File: src/rtl/mmm_pe_scheduler.sv
// Pass/word sequencer for a linear chain of P radix-4 Montgomery PEs.
// Optional final conditional-subtract sweep is compiled in with `define FINAL_SUB_EN.
module mmm_pe_scheduler #(
  parameter int K  = 1024,
  parameter int W  = 16,
  parameter int P  = 8,
  parameter int NW = K / W + 1,
  parameter int ND = K / 2,
  parameter int DW = $clog2(ND) + 1,
  parameter int AW = $clog2(NW) + 1
) (
  input  logic          clk,
  input  logic          rst,
  input  logic          start,
  input  logic          stall,
  output logic          busy,
  output logic          done,
  output logic [AW-1:0] word_addr,
  output logic          word_valid,
  output logic          word_first,
  output logic          word_last,
  output logic [DW-1:0] digit_base,
  output logic [P-1:0]  pe_en,
  output logic          fb_sel,
`ifdef FINAL_SUB_EN
  output logic          sub_active,
`endif
  output logic          buf_we,
  output logic [AW-1:0] buf_waddr
);

  localparam int DL = 2 * P;
  localparam int CW = $clog2(DL) + 1;

  typedef enum logic [1:0] {
    S_IDLE,
    S_ISSUE,
    S_DRAIN
`ifdef FINAL_SUB_EN
    , S_SUB
`endif
  } state_e;

  state_e          state_q, state_d;
  logic [AW-1:0]   j_q, j_d;
  logic [DW-1:0]   digit_base_q, digit_base_d;
  logic [CW-1:0]   drain_q, drain_d;
  logic [P-1:0]    pe_en_q, pe_en_d;
  logic            busy_q, busy_d;
  logic            done_q, done_d;
  logic            fb_sel_q, fb_sel_d;
  logic            sub_wait_q, sub_wait_d;
  logic [AW:0]     dl_q [DL];
  logic [AW:0]     dl_d [DL];

  function automatic logic [P-1:0] pe_mask(input logic [DW-1:0] base);
    logic [P-1:0] m;
    m = '0;
    for (int k = 0; k < P; k++) m[k] = (int'(base) + k < ND);
    return m;
  endfunction

  always_comb begin
    word_valid = ~stall & ((state_q == S_ISSUE)
`ifdef FINAL_SUB_EN
                 | ((state_q == S_SUB) & ~sub_wait_q)
`endif
                 );
  end

  assign word_addr  = j_q;
  assign word_first = word_valid & (j_q == '0);
  assign word_last  = word_valid & (j_q == AW'(NW - 1));
  assign busy       = busy_q;
  assign done       = done_q;
  assign digit_base = digit_base_q;
  assign pe_en      = pe_en_q;
  assign fb_sel     = fb_sel_q;
  assign buf_we     = dl_q[DL-1][AW];
  assign buf_waddr  = dl_q[DL-1][AW-1:0];
`ifdef FINAL_SUB_EN
  assign sub_active = (state_q == S_SUB) & ~sub_wait_q;
`endif

  // NOTE: every signal assigned here gets a default first, so no latch is inferred.
  always_comb begin
    state_d      = state_q;
    j_d          = j_q;
    digit_base_d = digit_base_q;
    drain_d      = drain_q;
    pe_en_d      = pe_en_q;
    busy_d       = busy_q;
    done_d       = 1'b0;
    fb_sel_d     = fb_sel_q;
    sub_wait_d   = sub_wait_q;

    // The delay line matches the 2-cycle-per-PE skew so writes land behind the reads.
    dl_d[0] = {word_valid, word_addr};
    for (int i = 1; i < DL; i++) dl_d[i] = dl_q[i-1];

    unique case (state_q)
      S_IDLE: begin
        j_d          = '0;
        digit_base_d = '0;
        drain_d      = '0;
        fb_sel_d     = 1'b0;
        pe_en_d      = '0;
        busy_d       = 1'b0;
        sub_wait_d   = 1'b0;
        if (start) begin
          state_d = S_ISSUE;
          busy_d  = 1'b1;
          pe_en_d = pe_mask('0);
        end
      end
      S_ISSUE: begin
        if (word_valid) begin
          if (j_q == AW'(NW - 1)) begin
            j_d     = '0;
            drain_d = '0;
            state_d = S_DRAIN;
          end else begin
            j_d = j_q + 1'b1;
          end
        end
      end
      S_DRAIN: begin
        drain_d = drain_q + 1'b1;
        if (drain_q == CW'(DL - 1)) begin
          drain_d = '0;
          if (int'(digit_base_q) + P < ND) begin
            digit_base_d = digit_base_q + DW'(P);
            pe_en_d      = pe_mask(digit_base_q + DW'(P));
            fb_sel_d     = 1'b1;
            state_d      = S_ISSUE;
          end else begin
`ifdef FINAL_SUB_EN
            state_d    = S_SUB;
            pe_en_d    = '0;
            fb_sel_d   = 1'b1;
            sub_wait_d = 1'b0;
            j_d        = '0;
`else
            state_d      = S_IDLE;
            done_d       = 1'b1;
            busy_d       = 1'b0;
            fb_sel_d     = 1'b0;
            pe_en_d      = '0;
            digit_base_d = '0;
`endif
          end
        end
      end
`ifdef FINAL_SUB_EN
      S_SUB: begin
        if (sub_wait_q) begin
          state_d      = S_IDLE;
          done_d       = 1'b1;
          busy_d       = 1'b0;
          fb_sel_d     = 1'b0;
          digit_base_d = '0;
          sub_wait_d   = 1'b0;
        end else if (word_valid) begin
          if (j_q == AW'(NW - 1)) begin
            j_d        = '0;
            sub_wait_d = 1'b1;
          end else begin
            j_d = j_q + 1'b1;
          end
        end
      end
`endif
      default: state_d = S_IDLE;
    endcase
  end

  // NOTE: the delay line is reset too, so a mid-run reset cannot leak a stale buf_we.
  always_ff @(posedge clk) begin
    if (rst) begin
      state_q      <= S_IDLE;
      j_q          <= '0;
      digit_base_q <= '0;
      drain_q      <= '0;
      pe_en_q      <= '0;
      busy_q       <= 1'b0;
      done_q       <= 1'b0;
      fb_sel_q     <= 1'b0;
      sub_wait_q   <= 1'b0;
      for (int i = 0; i < DL; i++) dl_q[i] <= '0;
    end else begin
      // NOTE: non-blocking assignments keep every register sampling pre-edge values.
      state_q      <= state_d;
      j_q          <= j_d;
      digit_base_q <= digit_base_d;
      drain_q      <= drain_d;
      pe_en_q      <= pe_en_d;
      busy_q       <= busy_d;
      done_q       <= done_d;
      fb_sel_q     <= fb_sel_d;
      sub_wait_q   <= sub_wait_d;
      for (int i = 0; i < DL; i++) dl_q[i] <= dl_d[i];
    end
  end

endmodule

File: config.mk
export PLATFORM = sky130hd
export DESIGN_NAME = mmm_pe_scheduler
export DESIGN_NICKNAME = d
export VERILOG_FILES = /design/src/rtl/mmm_pe_scheduler.sv
export SDC_FILE = /design/constraint.sdc
export NUM_CORES = 1
export LEC_CHECK = 0
export CORE_MARGIN = 10
export CORE_UTILIZATION = 40
export CTS_CLUSTER_DIAMETER = 60
export DETAILED_ROUTE_END_ITERATION = 8
export GPL_TIMING_DRIVEN = 0
export PLACE_DENSITY = 0.67
export SLEW_MARGIN = 30
export SYNTH_ARGS = -nofsm -noshare
export SYNTH_HDL_FRONTEND = slang
export SYNTH_SLANG_ARGS = --single-unit
File: constraint.sdc
create_clock -name clk -period 2.1 [get_ports clk]
set_clock_uncertainty 0.15 [all_clocks]
set_input_delay 0.63 -clock clk [delete_from_list [all_inputs] [get_ports clk]]
set_output_delay 0.63 -clock clk [all_outputs]
set_load 0.01 [all_outputs]
---- After elaboration in Yosys (flattened, before gate mapping) ----
Memory sizes are Yosys's and may differ from the RTL's.
Index checks and enable logic that the tools add are counted.
word-level totals
  register bits ........................... 36
  bits in writable memories ............... 144
  input bits .............................. 4
  output and inout port bits .............. 41
  word-level logic and storage cells ...... 118
  memories kept ........................... 1
cells by class
  $add $sub $neg .......................... 11
  $lt $le $gt $ge ......................... 9
  equality and inequality tests ........... 9
  multiplexer cells ....................... 47
  bitwise logic cells ..................... 22
  reduce and logical (&&, ||, !) cells .... 11
memory list
  name  depth  bits a word  rd ports  clocked after Yosys merged registers in  wr ports  line  text
  dl_q  16     9            16        0                                        16        53    logic [AW:0] dl_q [DL];
operators by type and width
  operator                 number
  $mux W9                  16
  $lt A11 B10 Y1 const B   8
  $add A10 B3 Y11 const B  4
  $mux W8                  5
  $pmux W8 S2              2
  $add A10 B2 Y11 const B  2
  $mux W10                 2
  $pmux W10 S2             1
  $or A1 B1 Y1             16
  $mux W5                  3
  $pmux W5 S3              1
  $add A10 B1 Y11 const B  1
  $add A10 B4 Y11 const B  1
  $add A10 B4 Y10 const B  1
  $lt A10 B10 Y1 const B   1
  $mux W1                  10
  $add A8 B1 Y8 const B    1
  $eq A8 B7 Y1 const B     1
  $logic_not A8 Y1         1
  $mux W2                  4
  $ne A2 B2 Y1 const B     4
  $pmux W2 S3              1
  $reduce_and A3 Y1        2
  $add A5 B1 Y5 const B    1
  other kinds (13)         20

---- Depth between registers and ports, before layout ----
  depth after elaboration ................. 6
  gate-level depth with buffers ........... 6
  gate-level depth less buffers ........... 6

---- Least setup slack after synthesis ----
No wires, ideal clock.
  kind .................................... in2out
  start ................................... in stall
  end ..................................... out word_first
  arrival time ............................ 1.122 ns
  required time ........................... 1.320 ns
  setup slack ............................. 0.198 ns
  stages on the path ...................... 2
  buffers on the path ..................... 0
  cell sequence ........................... nand2b_2 > nor3_1
on the way
  word-level cells in the longest chain between the ends .. 3
ends and longest elaborated chain
  item           line  text
  from (decl)    15    input logic stall,
  $not A1 Y1     64    word_valid = ~stall & ((state_q == S_ISSUE)
  $and A1 B1 Y1  64
  $and A1 B1 Y1  72    assign word_first = word_valid & (j_q == '0);
  to (decl)      20    output logic word_first,
No other way between the ends.

---- Final worst setup path ----
  start ................................... reg j_q[0], in the netlist word_addr[0]
  end ..................................... out word_last
on the way
  word-level cells in the longest chain between the ends .. 2
ends and longest elaborated chain
  item                    line  text
  from (decl)             45    logic [AW-1:0] j_q, j_d;
  from (signal assigned)  193   j_q <= j_d;
  $eq A8 B7 Y1            73    assign word_last = word_valid & (j_q == AW'(NW - 1));
  $and A1 B1 Y1           73
  to (decl)               21    output logic word_last,
No other way between the ends.

==> metrics.txt <==
Syn Inst Count 488; Max Freq 436 MHz; CTS buffer count 17; Mapped Avg Cell Area 11.1 um2; maximum clock path buffer count 2; Worst Setup EP word_last; Clock Pin Slew Worst Setup and Hold Paths 0.07 ns; Post-Synth XOR/XNOR Area 1.45%; RR Endpoint drain_q[4]; layout cell share with drive strength beyond 1 17.0%; clk_lat worst skew 0.41 ns; vias per inst 4.47; crit share post-route 109%; sequential cell area fraction in the yosys report 64.6%; switching share of total power 21.7%; combinational family with the most area after synthesis simple AND/OR/NAND/NOR gates; clock net sink count 175; Final Cell Area 6800 um2; Pwr Density 984 nW/um2; Starting DRT DRC Count 195; Tightest Pin Transition 0.583 ns; overflow left after global routing 0; via count 3336; # rows 42; cell taking the most area after synthesis dfxtp_1; leakage 2.83 nW; Seq pwr share 49.9%; nets 567; final setup margin -0.193 ns; clock share of power 47.2%; R2R depth 7; Setup-failing EPs final 2; Setup CP Type reg2out; failing checks setup timing; Worst R2R Setup Slack 0.13 ns; Initial Utilization 41.0%; ys flop type dfxtp_1; antenna violations before repair 0; HP Class reg2reg; total of max-cap violations 0; Comb pwr share 2.9%; Unique masters post-synth 44; P_sw 1.45 mW; Die X 136 um; Placed Cells 707; IO Count 45; final WL 8610 um; root buf cell clkbuf_16; synth top area cells dfxtp_1 (65%), nor2b_1 (17%), buf_4 (1.9%); vias in the first global route 3390; Yosys top cell area share 64.6%; max-slew violation count 0; Critical Path End Type primary output; first-pass GRT wire length 14800 um; core area 13200 um2; EDFF count, synth 0; Worst Setup Start Kind flip-flop; H-tree depth 4; Peak VDD IR 0.563 mV; # DRC 0; antenna viol nets, final 0; adder-cell share of the synthesized area 1.15%; #FFs+latches synth 175; Slew HR 61.1%; largest net degree at the start of global routing 18; mux cell area share after synthesis 0.185%; post-synthesis cell area 5430 um2; Layout area overhead 25.4%; GR Util All Layers 9.90%; status complete, but fails checks; WL/cell 11.5 um; DR pass1 iterations 4; Hold Buf Count CTS 0; ANT cells 0; CTS tree done; Hold Fails Final Rpt 0; worst-path maximum fanout 4; placed cell area 6060 um2; Final Total Pwr 6.69 mW; Post-DP HPWL 5760 um; compound-gate portion of the synthesized area 4.80%; asr flop ratio synth 0%; setup TNS -0.358 ns; Die Height 136 um; Critical R2R Launch word_addr[0]; DIE AREA 18600 um2; GP Congestion 0.816; Critical Path RT 1.32 ns; Tmin final 2.29 ns; yosys warns 0; final cell count without fillers 747; RSZ-0062 raised after global routing true; P_int 5.24 mW; Critical Path Source word_addr[0]; Post-Synth Simple-Gate Area 23.9%; IO buf count 41; Critical Path AT 1.51 ns
-- area by class of cell --
type	count	area, um2
Buffer	35	201
Clock buffer	18	439
Clock inverter	14	169
Fill cell	1218	6440
Inverter	5	21.3
Multi-Input combinational cell	274	1760
Sequential cell	175	3530
Tap cell	176	220
Timing Repair Buffer	50	453
-- cell families (layout without fill, tap and decap cells) --
logic type | after synthesis | after routing
compound gates | 39 | 39
xor+xnor | 9 | 9
fa+ha+maj | 5 | 5
buf+inv | 41 | 122
flops | 175 | 175
mux | 1 | 1
other cells | 1 | 3
simple gates | 217 | 217
-- worst min-delay path by stage --
stage	start	cells past startpoint	slack, ns	to
final	dl_q[0][39]	1	0.28	dl_q[0][48]
after CTS	dl_q[0][39]	1	0.28	dl_q[0][48]
after floorplan	dl_q[0][1]	1	0.26	dl_q[0][10]
after global routing	dl_q[0][13]	1	0.30	dl_q[0][22]
after global placement	dl_q[0][26]	1	0.27	dl_q[0][35]
after detailed placement	dl_q[0][39]	1	0.27	dl_q[0][48]
-- cell usage after synthesis, types with 2 or more instances --
cell type	instances
nand4b_1	2
o21ai_0	4
a211oi_1	4
a21o_1	2
clkbuf_1	18
nand2_1	17
nor2b_1	144
and4_1	2
a22oi_1	3
nor2_1	20
xor2_1	4
buf_4	14
nand4_1	3
a31oi_1	3
inv_1	5
ha_1	5
a21oi_1	14
and3_1	3
dfxtp_1	175
and2_1	2
nor3_1	3
xnor2_1	5
nand2b_1	5
nand3_1	8
buf_2	4
-- worst max-delay path: stages, from the launching register on --
cell and delay [ns]:
dfxtp_4 0.36, inv_2 0.06, ha_2 0.16, nor2b_4 0.17, nand3_2 0.10, nor2_1 0.12, buf_2 0.14
-- power by group through the flow --
stage               clock (mW)  sequential [mW]  combinational [mW]
floorplan                    0             3.43               0.107
global placement             0             3.42               0.184
detailed placement           0             3.42               0.188
CTS                       3.23             3.34               0.195
global route              3.38             3.34               0.220
finish                    3.16             3.34               0.196
-- timing repair --
| action | 4_1_cts | 5_1_grt |
|---|---|---|
| resized for setup | 65 | 25 |
| hold endpoints to repair | 0 | 0 |
| pin swaps | 0 | 2 |
| buffers inserted | 6 | 3 |
| setup endpoints to repair | 96 | 74 |
-- layout by cell type (no fill, tap or decap), types with 7 or more instances in the layout --
master,synthesis,layout
dlygate4sd2_1,0,20
clkbuf_2,0,8
clkdlybuf4s50_1,0,12
nor2_1,20,20
clkbuf_16,0,17
nand2_1,17,16
dfxtp_4,0,7
nand3_1,8,7
dfxtp_1,175,164
clkbuf_1,18,10
nor2b_1,144,143
a21oi_1,14,14
buf_4,14,23
-- metrics by stage --
| step | util, % | worst slack (ns) | hold slack (ns) |
|---|---|---|---|
| 2_1_floorplan | - | 0.198 | 0.264 |
| 3_3_place_gp | 45.8 | -0.793 | 0.265 |
| 3_5_place_dp | 45.8 | -0.810 | 0.272 |
| 4_1_cts | 50.9 | -0.197 | 0.284 |
| 5_1_grt | 51.4 | -0.281 | 0.300 |
| 6_report | 51.4 | -0.193 | 0.280 |
-- sequential cells by signal (all words and copies together) (netlist names) --
signal / count
digit_base: 7
state_q: 2
word_addr: 8
fb_sel: 1
done: 1
pe_en: 6
drain_q: 5
dl_q: 144
busy: 1
-- layer usage --
metal	vias up	share of wire, %	GRT usage (%)
met5	-	0	0
li1	1694	-	-
met4	0	0.92	4.26
met2	62	51	17.5
met3	11	5.8	4.54
met1	1569	42	9.75
Note: power is estimated with default switching activity, not from simulation.
